## src/rtl/seven_seg_scan_if.sv

```systemverilog
// Bundle between the application datapath and the seven-segment scan driver.
//
// Data side (driven by the application, master):
//   value     4*N_DIGITS hex nibbles, nibble k = digit k, digit 0 rightmost
//   dp_in     decimal point request per digit, 1 = lit
//   load      one-cycle strobe capturing value/dp_in into the shadow registers
//   digit_en  live per-digit enable, 0 = anode always off
//   blank_lz  1 = blank leading zeros
// Display side (driven by the scan driver, slave):
//   segments  active-low segments, bit order gfedcba (bit0 = a)
//   dp        active-low decimal point
//   anodes    active-low anode select
//   pending   shadow holds data not yet displayed
//   frame_done one-cycle pulse at each frame boundary
//
// Handshake: there is no backpressure. load is a pure strobe and is accepted
// on every rising edge it is high; a later load before the next frame
// boundary simply replaces the earlier shadow contents.
interface seven_seg_scan_if #(
    parameter int N_DIGITS = 8
);
    logic [4*N_DIGITS-1:0] value;
    logic [N_DIGITS-1:0]   dp_in;
    logic                  load;
    logic [N_DIGITS-1:0]   digit_en;
    logic                  blank_lz;
    logic [6:0]            segments;
    logic                  dp;
    logic [N_DIGITS-1:0]   anodes;
    logic                  pending;
    logic                  frame_done;

    modport master (
        output value, dp_in, load, digit_en, blank_lz,
        input  segments, dp, anodes, pending, frame_done
    );

    modport slave (
        input  value, dp_in, load, digit_en, blank_lz,
        output segments, dp, anodes, pending, frame_done
    );
endinterface

```

## src/rtl/seven_seg_scan_driver.sv

```systemverilog
// Time-multiplexed, double-buffered seven-segment driver for a common-anode
// display bank.
//
// Ports:
//   clk        system clock, rising edge
//   rst_n      asynchronous active-low reset
//   bus        seven_seg_scan_if slave: data/strobe in, segment/anode pins out
//   phase_dbg  current slot phase (0 = BLANK, 1 = SHOW)
//
// Each digit slot lasts REFRESH_DIV cycles; the first BLANK_CYCLES of a slot
// keep every anode off so the previous digit's pattern cannot ghost onto the
// next anode. New data is staged in a shadow register and only copied into
// the active register at a frame boundary, so a frame never mixes two loads.
// All pin outputs are registered and update together on one edge.
module seven_seg_scan_driver #(
    parameter int N_DIGITS     = 8,
    parameter int REFRESH_DIV  = 100000,
    parameter int BLANK_CYCLES = 1
) (
    input  logic             clk,
    input  logic             rst_n,
    seven_seg_scan_if.slave  bus,
    output logic             phase_dbg
);
    localparam int TW = $clog2(REFRESH_DIV);
    localparam int IW = $clog2(N_DIGITS);
    localparam logic [TW-1:0]       TICK_LAST  = TW'(REFRESH_DIV - 1);
    localparam logic [TW-1:0]       BLANK_LAST = TW'(BLANK_CYCLES - 1);
    localparam logic [IW-1:0]       IDX_LAST   = IW'(N_DIGITS - 1);
    localparam logic [N_DIGITS-1:0] ANODE_ONE  = N_DIGITS'(1);

    typedef enum logic {
        PH_BLANK = 1'b0,
        PH_SHOW  = 1'b1
    } phase_t;

    // With no blank gap a slot is SHOW from its first tick.
    localparam phase_t PH_FIRST = (BLANK_CYCLES > 0) ? PH_BLANK : PH_SHOW;

    phase_t                phase;
    logic [TW-1:0]         tick;
    logic [IW-1:0]         idx;
    logic [4*N_DIGITS-1:0] shadow_val;
    logic [N_DIGITS-1:0]   shadow_dp;
    logic [4*N_DIGITS-1:0] active_val;
    logic [N_DIGITS-1:0]   active_dp;

    logic       boundary;
    logic [3:0] cur_nib;
    logic       cur_dp;
    logic       cur_en;
    logic       upper_nz;
    logic       lz_blank;
    logic       lit;

    assign phase_dbg = (phase == PH_SHOW);
    assign boundary  = (tick == TICK_LAST) && (idx == IDX_LAST);

    function automatic logic [6:0] seg_decode(input logic [3:0] nib);
        logic [6:0] s;
        case (nib)
            4'h0:    s = 7'h40;
            4'h1:    s = 7'h79;
            4'h2:    s = 7'h24;
            4'h3:    s = 7'h30;
            4'h4:    s = 7'h19;
            4'h5:    s = 7'h12;
            4'h6:    s = 7'h02;
            4'h7:    s = 7'h78;
            4'h8:    s = 7'h00;
            4'h9:    s = 7'h10;
            4'hA:    s = 7'h08;
            4'hB:    s = 7'h03;
            4'hC:    s = 7'h46;
            4'hD:    s = 7'h21;
            4'hE:    s = 7'h06;
            default: s = 7'h0E;
        endcase
        return s;
    endfunction

    // Select the current digit's data, and find whether any nibble at or
    // above the current position is non-zero (leading-zero detection).
    always_comb begin
        cur_nib  = 4'h0;
        cur_dp   = 1'b0;
        cur_en   = 1'b0;
        upper_nz = 1'b0;
        for (int k = 0; k < N_DIGITS; k++) begin
            if (IW'(k) == idx) begin
                cur_nib = active_val[k*4 +: 4];
                cur_dp  = active_dp[k];
                cur_en  = bus.digit_en[k];
            end
            if ((IW'(k) >= idx) && (active_val[k*4 +: 4] != 4'h0)) begin
                upper_nz = 1'b1;
            end
        end
    end

    // Digit 0 is never blanked so that a zero value still shows "0".
    assign lz_blank = bus.blank_lz && (idx != '0) && !upper_nz;
    // A blanked digit still lights if it has to show its decimal point.
    assign lit      = (phase == PH_SHOW) && cur_en && !(lz_blank && !cur_dp);

    always_ff @(posedge clk or negedge rst_n) begin
        if (!rst_n) begin
            phase          <= PH_FIRST;
            tick           <= '0;
            idx            <= '0;
            shadow_val     <= '0;
            shadow_dp      <= '0;
            active_val     <= '0;
            active_dp      <= '0;
            bus.pending    <= 1'b0;
            bus.frame_done <= 1'b0;
            bus.segments   <= 7'h7F;
            bus.dp         <= 1'b1;
            bus.anodes     <= '1;
        end else begin
            // Slot phase and scan position.
            if (tick == TICK_LAST) begin
                tick  <= '0;
                phase <= PH_FIRST;
                idx   <= (idx == IDX_LAST) ? '0 : idx + 1'b1;
            end else begin
                tick <= tick + 1'b1;
                if ((BLANK_CYCLES > 0) && (tick == BLANK_LAST)) begin
                    phase <= PH_SHOW;
                end
            end

            bus.frame_done <= boundary;

            // Double buffer. A load on the boundary cycle bypasses the shadow
            // so it is shown in the very next frame with nothing left pending.
            if (bus.load && boundary) begin
                shadow_val  <= bus.value;
                shadow_dp   <= bus.dp_in;
                active_val  <= bus.value;
                active_dp   <= bus.dp_in;
                bus.pending <= 1'b0;
            end else if (bus.load) begin
                shadow_val  <= bus.value;
                shadow_dp   <= bus.dp_in;
                bus.pending <= 1'b1;
            end else if (boundary) begin
                if (bus.pending) begin
                    active_val <= shadow_val;
                    active_dp  <= shadow_dp;
                end
                bus.pending <= 1'b0;
            end

            // Pins: segments, dp and anodes always switch on the same edge.
            if (lit) begin
                bus.anodes   <= ~(ANODE_ONE << idx);
                bus.segments <= lz_blank ? 7'h7F : seg_decode(cur_nib);
                bus.dp       <= ~cur_dp;
            end else begin
                bus.anodes   <= '1;
                bus.segments <= 7'h7F;
                bus.dp       <= 1'b1;
            end
        end
    end
endmodule

```

## src/flat_wrapper.sv

```systemverilog
// flat-port wrapper written by rule: the top's interface ports become plain ports
module seven_seg_scan_driver_flat 
#(
    parameter int N_DIGITS     = 8,
    parameter int REFRESH_DIV  = 100000,
    parameter int BLANK_CYCLES = 1
)
  (clk, rst_n, phase_dbg, bus_value, bus_dp_in, bus_load, bus_digit_en, bus_blank_lz, bus_segments, bus_dp, bus_anodes, bus_pending, bus_frame_done);
  seven_seg_scan_if #(.N_DIGITS(N_DIGITS)) bus_i ();
  input  logic clk;
  input  logic rst_n;
  output logic phase_dbg;
  input wire logic [$bits(bus_i.value)-1:0] bus_value;
  input wire logic [$bits(bus_i.dp_in)-1:0] bus_dp_in;
  input wire logic [$bits(bus_i.load)-1:0] bus_load;
  input wire logic [$bits(bus_i.digit_en)-1:0] bus_digit_en;
  input wire logic [$bits(bus_i.blank_lz)-1:0] bus_blank_lz;
  output wire logic [$bits(bus_i.segments)-1:0] bus_segments;
  output wire logic [$bits(bus_i.dp)-1:0] bus_dp;
  output wire logic [$bits(bus_i.anodes)-1:0] bus_anodes;
  output wire logic [$bits(bus_i.pending)-1:0] bus_pending;
  output wire logic [$bits(bus_i.frame_done)-1:0] bus_frame_done;
  assign bus_i.value = bus_value;
  assign bus_i.dp_in = bus_dp_in;
  assign bus_i.load = bus_load;
  assign bus_i.digit_en = bus_digit_en;
  assign bus_i.blank_lz = bus_blank_lz;
  assign bus_segments = bus_i.segments;
  assign bus_dp = bus_i.dp;
  assign bus_anodes = bus_i.anodes;
  assign bus_pending = bus_i.pending;
  assign bus_frame_done = bus_i.frame_done;
  seven_seg_scan_driver #(.N_DIGITS(N_DIGITS), .REFRESH_DIV(REFRESH_DIV), .BLANK_CYCLES(BLANK_CYCLES)) u_core (.clk(clk), .rst_n(rst_n), .bus(bus_i), .phase_dbg(phase_dbg));
endmodule
```

## config.mk

```make
export PLATFORM = sky130hd
export DESIGN_NAME = seven_seg_scan_driver_flat
export DESIGN_NICKNAME = d
export VERILOG_FILES = /design/src/rtl/seven_seg_scan_if.sv /design/src/rtl/seven_seg_scan_driver.sv /design/src/flat_wrapper.sv
export SDC_FILE = /design/constraint.sdc
export NUM_CORES = 1
export LEC_CHECK = 0
export BUFFER_PORTS_ARGS = -buffer_cell sky130_fd_sc_hd__buf_4
export CAP_MARGIN = 20
export CORE_MARGIN = 1.5
export CORE_UTILIZATION = 55
export CTS_BUF_LIST = sky130_fd_sc_hd__clkbuf_2 sky130_fd_sc_hd__clkbuf_4 sky130_fd_sc_hd__clkbuf_8
export CTS_CLUSTER_SIZE = 24
export DETAILED_ROUTE_END_ITERATION = 10
export GPL_TIMING_DRIVEN = 0
export PLACE_DENSITY_LB_ADDON = 0.12
export SYNTH_ARGS = -nofsm -noshare
export SYNTH_HDL_FRONTEND = slang
export SYNTH_SLANG_ARGS = --single-unit
```

## constraint.sdc

```tcl
create_clock -name clk -period 7.7 [get_ports clk]
set_clock_uncertainty 0.05 [all_clocks]
set_input_delay 0.77 -clock clk [delete_from_list [all_inputs] [get_ports clk]]
set_output_delay 0.77 -clock clk [all_outputs]
set_load 0.01 [all_outputs]
```

**Word-level counts from Yosys, hierarchy flattened**

Memories as Yosys holds them, arrays and structs flattened.
Index checks and enable logic that the tools add are counted.

- Register bits after elaboration: 119
- Bits in read-only memories: 112
- Output and inout port bits: 19
- Logic and storage cells: 126
- Memories: 1

Memories:

| name | depth | width | rd ports | clocked after Yosys merged registers in | wr ports | RTL line | source |
|---|---|---|---|---|---|---|---|
| (name not given) | 16 | 7 | 1 | 0 | 0 | seven_seg_scan_driver.sv:61 | `case (nib)` |

- Add/sub/neg operators: 2
- $lt $le $gt $ge: 8
- Eq/ne operators: 10
- Shift operators: 1
- Multiplexer cells: 55
- Bitwise gates (word level): 2
- Reduce and logical (&&, ||, !) cells: 35

Operators with widths:

| operator | number |
|---|---|
| two-way mux 32 bit | 6 |
| two-way mux 8 bit | 7 |
| two-way mux 4 bit | 8 |
| nonzero test 4 bit | 8 |
| two-way mux 1 bit | 30 |
| adder 17 x 1 -> 17 bit, second input constant | 1 |
| == test 17 bit, second input constant | 1 |
| zero test 17 bit | 1 |
| two-way mux 17 bit | 1 |
| logical AND 1 bit | 15 |
| two-way mux 7 bit | 2 |
| == test 3 bit, first input constant | 4 |
| greater-or-equal comparator 3 bit, first input constant | 4 |
| inverter 8 bit | 1 |
| nonzero test 2 bit | 4 |
| left shift 1 x 3 -> 8 bit, first input constant | 1 |
| == test 2 x 3 -> 1 bit, first input constant | 2 |
| greater-or-equal comparator 1 x 3 -> 1 bit, first input constant | 2 |
| greater-or-equal comparator 2 x 3 -> 1 bit, first input constant | 2 |
| nonzero test 3 bit | 2 |
| adder 3 x 1 -> 3 bit, second input constant | 1 |
| == test 1 x 3 -> 1 bit, first input constant | 1 |
| == test 3 bit, second input constant | 1 |
| zero test 1 bit | 3 |
| 5 further kinds | 5 |

**Logic depth before layout (Yosys ltp)**

- Depth after elaboration: 16
- Depth in mapped cells: 15
- Depth with buffers taken out: 12

**Worst setup path after synthesis**

Ideal clock, no wire load.

- Path type: reg-to-reg
- Start point: reg u_core.idx[0]
- End point: reg u_core.bus.segments[3]
- Library setup time: 0.082 ns
- Data arrival time: 2.662 ns
- Required time: 7.568 ns
- Slack: 4.906 ns
- Cell stages (with the launch flop): 16
- Buffers on the path: 3
- Period minus slack after synthesis: 2.794 ns
- Cells stage by stage: dfrtp_1 buf_2 inv_1 ha_1 buf_2 clkbuf_1 nor2_1 o2bb2ai_1 a21oi_1 a21oi_1 a21oi_1 inv_1 ha_1 nor2_1 a21oi_1 o211ai_1

- Cells in the longest elaborated chain, start to end: 16

Ends and longest elaborated chain:

| what | RTL line | source |
|---|---|---|
| start: declaration | seven_seg_scan_driver.sv:42 | `logic [IW-1:0] idx;` |
| start signal: assignment | seven_seg_scan_driver.sv:125 | `idx <= (idx == IDX_LAST) ? '0 : idx + 1'b1;` |
| parallel branches: the longest is 15 deep, another holds memory (16 x 7 bit) | n/a |  |
| two-way mux 7 bit (*) | seven_seg_scan_driver.sv:156 | `if (lit) begin` |
| end signal: assignment | seven_seg_scan_driver.sv:158 | `bus.segments <= lz_blank ? 7'h7F : seg_decode(cur_nib);` |
| end: declaration | seven_seg_scan_if.sv:40 | `output segments, dp, anodes, pending, frame_done` |

Every way passes the cells marked *.
A chain may end at the register's enable or synchronous reset.

**Worst setup path in the final report**

Same ends and word-level chain as after synthesis.

==> reports/metrics.yaml <==
setup_path:
  cp_slowest_cell: "dfrtp_1"
  crit_chain: "buf_2 -> inv_1 -> ha_1 -> clkbuf_1 -> a22oi_1 -> o221a_2 -> a21oi_1 -> inv_1 -> ha_1 -> nor2_1 -> a21oi_1 -> o211ai_1"
  rr_startpoint: "u_core.idx[0]"
  reg2reg_to: "u_core.bus.segments[3]"
  startpoint: "u_core.idx[0]"
  required_ns: 7.99
  slowest_delay_ns: 0.46
  worstPathMaxFanout: 10
  reg2reg_slack_ns: 4.14
  crit_path_start_kind: "register"
  arrival_ns: 3.84
  critical_path_class: "reg2reg"
  crit_path_end: "u_core.bus.segments[3]"
  reg2reg_depth: 12
  end_kind: "register"
sta:
  setup_viol_count_final: 0
  clock.fmax_ghz: 0.281
  slew_headroom: 0.524
  period_needed_ns: 3.56
  min_period_over_period: 0.462
  whs_ns: 0.356
  drv_slew: 0
  finalHoldViolations: 0
  rsz0062_at_grt: "false"
  tns_ns: 0
  worstMarginPinSlew_ns: 0.714
  finalWorstSetupSlack_ns: 4.14
routing:
  wire_per_inst_um: 17.4
  via_per_inst: 5.74
  drt_iter0_drc: 313
  remaining_drc_errors: 0
  drt_wl_total_um: 13000
  ant_nets: 0
  vias: 4285
  first_pass_iters: 4
global_route:
  grt_pass1_vias: 4310
  grt_antenna_before_repair: 0
  grt_max_degree: 63
  track_usage: 0.252
  globalRouteOverflowTotal: 0
  grt_pass1_wl_um: 21700
yosys:
  synth_top_area_share: 0.447
  ys_ff_latch: 119
  syn_area_um2: 5770
  synth-edff-count: 0
  synth_top_cells_by_area: "dfrtp_1, mux2_2, dfstp_2"
  yosysWarnings: 0
  syn_avg_cell_area_um2: 11.3
  synth_nets: 574
  synth_flop_cell: "dfrtp_1"
  synth_commonest_cells: "dfrtp_1, nor2_1, mux2_2"
  syn_inst: 508
  async_flop_share: 1.00
  yosys.area.top_type: "dfrtp_1"
  yosysMostFrequentCell: "dfrtp_1"
  ys_seq_area_frac: 0.520
  synth_cell_types: 54
layout:
  fin_area_um2: 6960
  area_growth_syn_to_layout_pct: 20.7
  layoutNonFillerInstCount: 747
  finalNetCount: 664
  n_antenna_cell: 0
  drive_above_1_share: 0.319
clocking:
  cts_buffers: 17
  post_cts_buffers: 0
  cts_sinks: 119
  clkTransAtPathRegs_ns: 0.07
  htree_levels: 4
  clk-insertion-delay-late_ns: 0.42
  clk_root_buffer_cell: "clkbuf_8"
  cts_hold_buf: 0
  clock_path_buffers: 2
  post_cts_resized: 0
  cts_tree: "built"
power:
  p_comb_frac: 0.072
  p_sw_mw: 0.305
  p_leak_nw: 3.28
  powerDensity_nw_per_um2: 205
  p_int_mw: 1.12
  p_clk_frac: 0.457
  peakVddDrop_mv: 0.116
  switching_share: 0.213
  p_seq_frac: 0.472
die:
  die_x_um: 105
  io_pins: 71
  die_y_um: 105
  placementRows: 37
  start_util: 0.564
  core_um2: 10200
  die-area_um2: 11100
status:
  status: "finished, final reports clean"
placed_design:
  dp.cells: 715
  dp_hpwl_um: 9470
  gp_congestion: 0.902
  port_buffers: 70
  dp_slack_ns: 4.24
  placed_cell_area_um2: 6490
run:
  maxCapViolCount: 0
hold_path:
  hp-class: "in2async"
## logic make-up (layout without fill, tap and decap cells)
group,after synthesis,after routing,share of synthesized area
adders and majority gates,14,14,0.0304
AOI/OAI and AO/OA,118,118,0.147
and+or+nand+nor,138,138,0.120
buffers and inverters,45,148,0.0349
DFF,119,119,0.520
xor gates and xnor gates,15,15,0.0228
muxes,59,59,0.125
## layout make-up
class,instances,area [um^2]
Clock inverter,7,138
Sequential cell,119,3000
Inverter,15,57.6
Buffer,30,144
Tap cell,136,170
Fill cell,793,3270
Clock buffer,25,332
Timing Repair Buffer,71,553
Multi-Input combinational cell,344,2570
## how the worst min path moves through the flow
stage,end,slack (ns),cells past startpoint
after floorplan,u_core.active_dp[5],0.39,1
after global placement,u_core.tick[4],0.41,1
after detailed placement,u_core.active_dp[7],0.42,1
after CTS,u_core.tick[14],0.37,1
after global routing,u_core.active_val[5],0.41,1
final,u_core.shadow_val[0],0.36,1
## worst max-delay path, delay by kind of cell (launching register included)
kind	cells	cell delay [ns]
AOI/OAI and AO/OA	5	1.08
adders and majority gates	2	0.69
buffers and inverters	4	1.08
DFF	1	0.46
and+or+nand+nor	1	0.12
## routing by layer
layer	routed length (um)	share of wire	global-route usage	vias up
li1	-	-	-	2025
met1	6020	0.46	0.343	2116
met2	6180	0.48	0.401	130
met3	593	0.046	0.0532	14
met4	196	0.015	0.0861	0
met5	0	0	0	-
## power groups by stage
stage                     Clock [mW]  Combinational [mW]  Sequential [mW]
final                          0.652               0.103            0.673
after global routing           0.686               0.113            0.676
after CTS                      0.663               0.104            0.673
after detailed placement           0               0.104            0.684
after global placement             0              0.0992            0.682
after floorplan                    0              0.0518            0.680
## flip-flops by register name, summed over array words and instances, names as in the netlist, 3 cells and up
signal	count
u_core.shadow_val	32
u_core.shadow_dp	8
u_core.idx	3
u_core.tick	17
u_core.active_dp	8
u_core.active_val	32
u_core.bus.segments	7
u_core.bus.anodes	8
## metrics by stage
step | util | power (mW)
detailed placement | 0.634 | 0.788
CTS | 0.680 | 1.44
floorplan | - | 0.731
global route | 0.680 | 1.48
global placement | 0.632 | 0.781
finish | 0.680 | 1.43
## placed cells by master (no fill, tap or decap), drive strengths merged, types with 6 or more instances in the layout
cell	n
a21o	28
a21oi	13
a22oi	27
buf	81
clkbuf	45
dfrtp	103
dfstp	16
ha	14
inv	13
mux2	57
nand2	19
nand2b	7
nand3	17
nand4	6
nor2	51
nor2b	8
nor3	6
nor4	11
o211ai	10
o21ai	15
xnor2	10
Power figures use the tool's default switching activity.
